--- config.mk ---
export PLATFORM = sky130hd
export DESIGN_NAME = blake2_g_sched
export DESIGN_NICKNAME = d
export VERILOG_FILES = /design/src/rtl/blake2_g_sched.sv
export SDC_FILE = /design/constraint.sdc
export NUM_CORES = 2
export LEC_CHECK = 0
export ABC_CLOCK_PERIOD_IN_PS = 16600
export CORE_AREA = 8 8 710 712
export CTS_BUF_LIST = sky130_fd_sc_hd__clkbuf_4 sky130_fd_sc_hd__clkbuf_8
export DETAILED_ROUTE_END_ITERATION = 8
export DIE_AREA = 0 0 718 720
export PLACE_DENSITY = 0.39
export SLEW_MARGIN = 40
export SYNTH_ARGS = -nofsm -noshare
export SYNTH_HDL_FRONTEND = slang
export SYNTH_SLANG_ARGS = --single-unit
--- constraint.sdc ---
create_clock -name clk -period 16.6 [get_ports clk]
set_input_delay 2.49 -clock clk [delete_from_list [all_inputs] [get_ports clk]]
set_output_delay 2.49 -clock clk [all_outputs]
set_load 0.01 [all_outputs]
--- src/rtl/blake2_g_sched.sv ---
`default_nettype none
// ===========================================================================
// blake2_g_sched : BLAKE2 compression scheduler that feeds an external G mixer
// Rev 1.0
// ===========================================================================
module blake2_g_sched #(
  parameter int W      = 32,
  parameter int ROUNDS = 10
) (
  input  logic            clk,
  input  logic            rst,
  input  logic            start_i,
  input  logic [16*W-1:0] v_i,
  input  logic [16*W-1:0] m_i,
  output logic            busy_o,
  output logic            done_o,
  output logic [16*W-1:0] v_o,
  output logic [W-1:0]    g_a_o,
  output logic [W-1:0]    g_b_o,
  output logic [W-1:0]    g_c_o,
  output logic [W-1:0]    g_d_o,
  output logic [W-1:0]    g_x_o,
  output logic [W-1:0]    g_y_o,
  input  logic [W-1:0]    g_a_i,
  input  logic [W-1:0]    g_b_i,
  input  logic [W-1:0]    g_c_i,
  input  logic [W-1:0]    g_d_i
);

  typedef enum logic [1:0] {
    S_IDLE  = 2'd0,
    S_ISSUE = 2'd1,
    S_WB    = 2'd2,
    S_DONE  = 2'd3
  } state_t;

  localparam logic [3:0] C_LAST_R = 4'(ROUNDS - 1);

  state_t       state_q, state_d;
  logic [3:0]   r_q, r_d;
  logic [2:0]   j_q, j_d;
  logic [W-1:0] v_q [16];
  logic [W-1:0] m_q [16];

  logic [3:0]   w_ia, w_ib, w_ic, w_id;
  logic [3:0]   w_rmod;
  logic [63:0]  w_row;
  logic [7:0]   w_pair;

  // One SIGMA row per permutation; entry 0 sits in the most significant nibble.
  function automatic logic [63:0] sigma_row(input logic [3:0] row);
    case (row)
      4'd0:    sigma_row = 64'h0123_4567_89AB_CDEF;
      4'd1:    sigma_row = 64'hEA48_9FD6_1C02_B753;
      4'd2:    sigma_row = 64'hB8C0_52FD_AE36_7194;
      4'd3:    sigma_row = 64'h7931_DCBE_265A_40F8;
      4'd4:    sigma_row = 64'h9057_24AF_E1BC_683D;
      4'd5:    sigma_row = 64'h2C6A_0B83_4D75_FE19;
      4'd6:    sigma_row = 64'hC51F_ED4A_0763_928B;
      4'd7:    sigma_row = 64'hDB7E_C139_50F4_862A;
      4'd8:    sigma_row = 64'h6FE9_B308_C2D7_14A5;
      4'd9:    sigma_row = 64'hA284_7615_FB9E_3CD0;
      default: sigma_row = 64'h0123_4567_89AB_CDEF;
    endcase
  endfunction

  // Column calls 0..3, then diagonal calls 4..7.
  always_comb begin
    w_ia = 4'd0;
    w_ib = 4'd4;
    w_ic = 4'd8;
    w_id = 4'd12;
    case (j_q)
      3'd0:    {w_ia, w_ib, w_ic, w_id} = {4'd0, 4'd4, 4'd8,  4'd12};
      3'd1:    {w_ia, w_ib, w_ic, w_id} = {4'd1, 4'd5, 4'd9,  4'd13};
      3'd2:    {w_ia, w_ib, w_ic, w_id} = {4'd2, 4'd6, 4'd10, 4'd14};
      3'd3:    {w_ia, w_ib, w_ic, w_id} = {4'd3, 4'd7, 4'd11, 4'd15};
      3'd4:    {w_ia, w_ib, w_ic, w_id} = {4'd0, 4'd5, 4'd10, 4'd15};
      3'd5:    {w_ia, w_ib, w_ic, w_id} = {4'd1, 4'd6, 4'd11, 4'd12};
      3'd6:    {w_ia, w_ib, w_ic, w_id} = {4'd2, 4'd7, 4'd8,  4'd13};
      default: {w_ia, w_ib, w_ic, w_id} = {4'd3, 4'd4, 4'd9,  4'd14};
    endcase
  end

  assign w_rmod = (r_q >= 4'd10) ? (r_q - 4'd10) : r_q;
  assign w_row  = sigma_row(w_rmod);
  assign w_pair = w_row[{3'd7 - j_q, 3'b000} +: 8];

  assign g_a_o = v_q[w_ia];
  assign g_b_o = v_q[w_ib];
  assign g_c_o = v_q[w_ic];
  assign g_d_o = v_q[w_id];
  assign g_x_o = m_q[w_pair[7:4]];
  assign g_y_o = m_q[w_pair[3:0]];

  always_comb begin
    state_d = state_q;
    r_d     = r_q;
    j_d     = j_q;
    case (state_q)
      S_IDLE: begin
        if (start_i) begin
          state_d = S_ISSUE;
          r_d     = 4'd0;
          j_d     = 3'd0;
        end
      end
      S_ISSUE: state_d = S_WB;
      S_WB: begin
        j_d     = j_q + 3'd1;
        state_d = S_ISSUE;
        if (j_q == 3'd7) begin
          r_d = r_q + 4'd1;
          if (r_q == C_LAST_R) begin
            state_d = S_DONE;
          end
        end
      end
      S_DONE:  state_d = S_IDLE;
      default: state_d = S_IDLE;
    endcase
  end

  always_ff @(posedge clk) begin
    if (rst) begin
      state_q <= S_IDLE;
      r_q     <= 4'd0;
      j_q     <= 3'd0;
      for (int i = 0; i < 16; i++) begin
        v_q[i] <= '0;
        m_q[i] <= '0;
      end
    end else begin
      state_q <= state_d;
      r_q     <= r_d;
      j_q     <= j_d;
      if (state_q == S_IDLE && start_i) begin
        for (int i = 0; i < 16; i++) begin
          v_q[i] <= v_i[W*i +: W];
          m_q[i] <= m_i[W*i +: W];
        end
      end else if (state_q == S_WB) begin
        v_q[w_ia] <= g_a_i;
        v_q[w_ib] <= g_b_i;
        v_q[w_ic] <= g_c_i;
        v_q[w_id] <= g_d_i;
      end
    end
  end

  for (genvar gi = 0; gi < 16; gi++) begin : g_pack
    assign v_o[W*gi +: W] = v_q[gi];
  end

  assign busy_o = (state_q == S_ISSUE) || (state_q == S_WB);
  assign done_o = (state_q == S_DONE);

endmodule
`default_nettype wire

==> results.sh <==
export IMPL_drc_errors=0
export IMPL_dr_total_vias=52800
export IMPL_power_leakage_nw=29.1
export IMPL_netlist_instances=5029
export IMPL_p_int_mw=6.16
export IMPL_min_delay_start="state_q[0]"
export IMPL_status="completed"
export IMPL_finalWorstPathRequiredPeriod_ps=11470
export IMPL_drtPass1Iterations=6
export IMPL_final_cells=13600
export IMPL_cts_htree_levels=4
export IMPL_p_switching_mw=3.55
export IMPL_critPathKind="register to primary output"
export IMPL_rrSetupSlack_ps=11570
export IMPL_p_sw_share_pct=36.5
export IMPL_critPathRequiredTime_ps=14110
export IMPL_regArea_um2=30900
export IMPL_first_global_vias=52600
export IMPL_hold_violations=0
export IMPL_regToRegEndpoint="v_q[5][9]"
export IMPL_worst_path_largest_cell_delay_ps=780
export IMPL_area_growth_pct=55.9
export IMPL_final_common_cell="clkdlybuf4s50_1"
export IMPL_grt_max_degree=117
export IMPL_clk_pin_slew_ps=50
export IMPL_pwr_share_seq_pct=36.8
export IMPL_tightest_slew_ps=1010
export IMPL_maxClockFrequency_mhz=87.2
export IMPL_holdWs_ps=546
export IMPL_worstPathArrival_ps=8980
export IMPL_regToRegStartpoint="j_q[0]"
export IMPL_ios=1861
export IMPL_rows=258
export IMPL_synth_flop_cell="edfxtp_1"
export IMPL_postCtsSetupBuffers=0
export IMPL_drv_cap=0
export IMPL_wirelength_um=474000
export IMPL_globalplace_congestion=0.975
export IMPL_die_area_um2=517000
export IMPL_max_slew_margin_pct=30.7
export IMPL_synth_edf_count=1024
export IMPL_synth_cell_types=80
export IMPL_grt_antenna_before_repair=169
export IMPL_finalSetupViolCount=0
export IMPL_grt_overflow=0
export IMPL_place_hpwl_um=386000
export IMPL_cts_hold_buf=0
export IMPL_finalSetupTns_ps=0
export IMPL_wl_per_cell_um=35.0
export IMPL_end_kind="primary output"
export IMPL_vias_per_cell=3.90
export IMPL_cts_tree="done"
export IMPL_rsz0062_at_grt="no"
export IMPL_syn_avg_cell_area_um2=11.1
export IMPL_mostFrequentLayoutCells="clkdlybuf4s50_1 (1857), edfxtp_1 (1024), nand2_1 (919), o21ai_0 (482), mux2i_1 (375)"
export IMPL_clockBufferDepth=4
export IMPL_hold_depth=2
export IMPL_drive_gt1_share_pct=11.4
export IMPL_p_per_area_nw_per_um2=112
export IMPL_critPathLaunchType="register"
export IMPL_die_h_um=720
export IMPL_track_usage_pct=17.3
export IMPL_grt_pass1_wl_um=598000
export IMPL_cts_repair_resized=0
export IMPL_synth_nets=6210
export IMPL_finalClockSkew_ps=106
export IMPL_port_buffers=1860
export IMPL_syn_area_um2=55900
export IMPL_die_width_um=718
export IMPL_synth_ff_latch_count=1033
export IMPL_coreArea_um2=492000
export IMPL_comb_power_share_pct=33.5
export IMPL_nNetsFinal=8004
export IMPL_worst_r2r_cell_count=9
export IMPL_hp_class="register to register"
export IMPL_ir_drop_mv=0.0615
export IMPL_cts_sinks=1033
export IMPL_multi_input_area_um2=23500
export IMPL_antenna_left=0
export IMPL_yosysSeqAreaShare_pct=55.4
export IMPL_start_util_pct=11.3
export IMPL_fin_crit_sh_pct=69.1
export IMPL_crit_chain="inv_1 > ha_1 > and2_0 > nor3_4 > buf_4 > inv_2 > ha_1 > inv_1 > a21oi_2 > a211oi_1 > a2111oi_0 > o32a_2 > buf_4 > buf_12 > buf_12 > buf_16 > mux2i_1 > o22ai_1 > or4_1 > clkdlybuf4s50_1"
export IMPL_slowest_stage="dfxtp_1"
export IMPL_cts_inserted_buffers=215
export IMPL_cp_max_fo=72
export IMPL_placedCellCount=13100
export IMPL_yosysWarnings=0
export IMPL_crit_family="buffers and inverters"
export IMPL_root_buffer="clkbuf_8"
export IMPL_drtIter0Drc=5039
export IMPL_power_frac_clock_pct=29.7
export IMPL_async_flop_share_pct=0
export IMPL_drv_slew=0
export IMPL_cp_num_buf_inv=9
export IMPL_nFillCells=54400
export IMPL_clock_latency_ps=1100
export IMPL_hold_path_endpoint="state_q[0]"
==> layer usage <==
metal	track usage [%]	vias to the layer above	share of wire, %
met5	0	-	0.058
li1	-	22200	-
met2	30.6	2779	50
met1	20.7	27200	40
met3	4.47	591	7.3
met4	4.80	44	3.0
==> area by class of cell <==
type | count | share of cell area (%)
multi-input combinational | 3559 | 27.0
timing repair buffer | 1995 | 22.9
clock inverter | 118 | 1.09
antenna | 59 | 0.170
sequential | 1033 | 35.5
inverter | 19 | 0.0905
tap | 6500 | 9.34
clock buffer | 267 | 3.85
==> Yosys cell counts, types with 31 or more instances <==
cell | number | area [um2]
edfxtp_1 | 1024 | 30700
nand2_1 | 921 | 3460
o21ai_0 | 498 | 2490
mux2i_1 | 380 | 3800
and2_1 | 354 | 2210
clkbuf_1 | 326 | 1220
o22ai_1 | 227 | 1420
mux2_2 | 201 | 2260
nor2b_1 | 200 | 1250
nand2b_1 | 144 | 901
a22oi_1 | 66 | 495
a22o_1 | 64 | 561
nand3b_1 | 64 | 480
a211oi_1 | 51 | 383
buf_2 | 50 | 250
a31oi_1 | 44 | 275
nor4_1 | 42 | 263
or4_1 | 33 | 248
mux4_2 | 32 | 721
nor2_1 | 31 | 116
==> state kept, by name, indices dropped and copies added, names as in the netlist <==
register  flops
m_q         512
v_q         512
r_q           4
j_q           3
state_q       2
==> power by group through the flow <==
stage / Clock, mW / Combinational, mW / Sequential [mW]
detailed placement: 0 / 3.29 / 3.62
floorplan: 0 / 1.21 / 3.57
CTS: 3.00 / 3.31 / 3.57
global route: 3.09 / 3.38 / 3.60
finish: 2.88 / 3.25 / 3.58
global placement: 0 / 3.25 / 3.63
==> through the flow <==
stage | utilization [%] | power [mW] | setup WS, ps | instance area (um2)
floorplan | - | 4.78 | 2840 | 55900
global placement | 16.7 | 6.88 | 6290 | 82100
detailed placement | 16.8 | 6.91 | 6030 | 82600
CTS | 17.7 | 9.88 | 4730 | 86900
global route | 17.7 | 10.1 | 4380 | 87000
finish | 17.7 | 9.71 | 5130 | 87100
==> worst register-to-register path, stage by stage (launching register included) <==
cell	delay, ps
dfxtp_2	310
buf_4	490
inv_2	370
ha_1	320
buf_4	220
nor3b_2	300
buf_12	250
and3_4	1200
nand2b_2	780
buf_4	430
==> worst max path at each step <==
stage          startpoint   endpoint  cells past startpoint
2_1_floorplan         rst  m_q[0][0]                      4
3_3_place_gp       r_q[1]  g_x_o[15]                     18
3_5_place_dp       r_q[1]  g_x_o[15]                     19
4_1_cts            r_q[1]  g_x_o[15]                     19
5_1_grt            r_q[1]  g_x_o[15]                     20
6_report           r_q[1]  g_x_o[15]                     20
==> cells by family after synthesis <==
family                     after synthesis  synth area share, %
DFF                                   1033                 55.4
buffers and inverters                  437                 3.42
adders and majority gates               26                0.582
muxes                                  614                 12.2
and+or+nand+nor                       1853                 16.7
AOI/OAI and AO/OA                     1061                 11.6
xor gates and xnor gates                 5               0.0784
(Power assumes the default switching activity.)
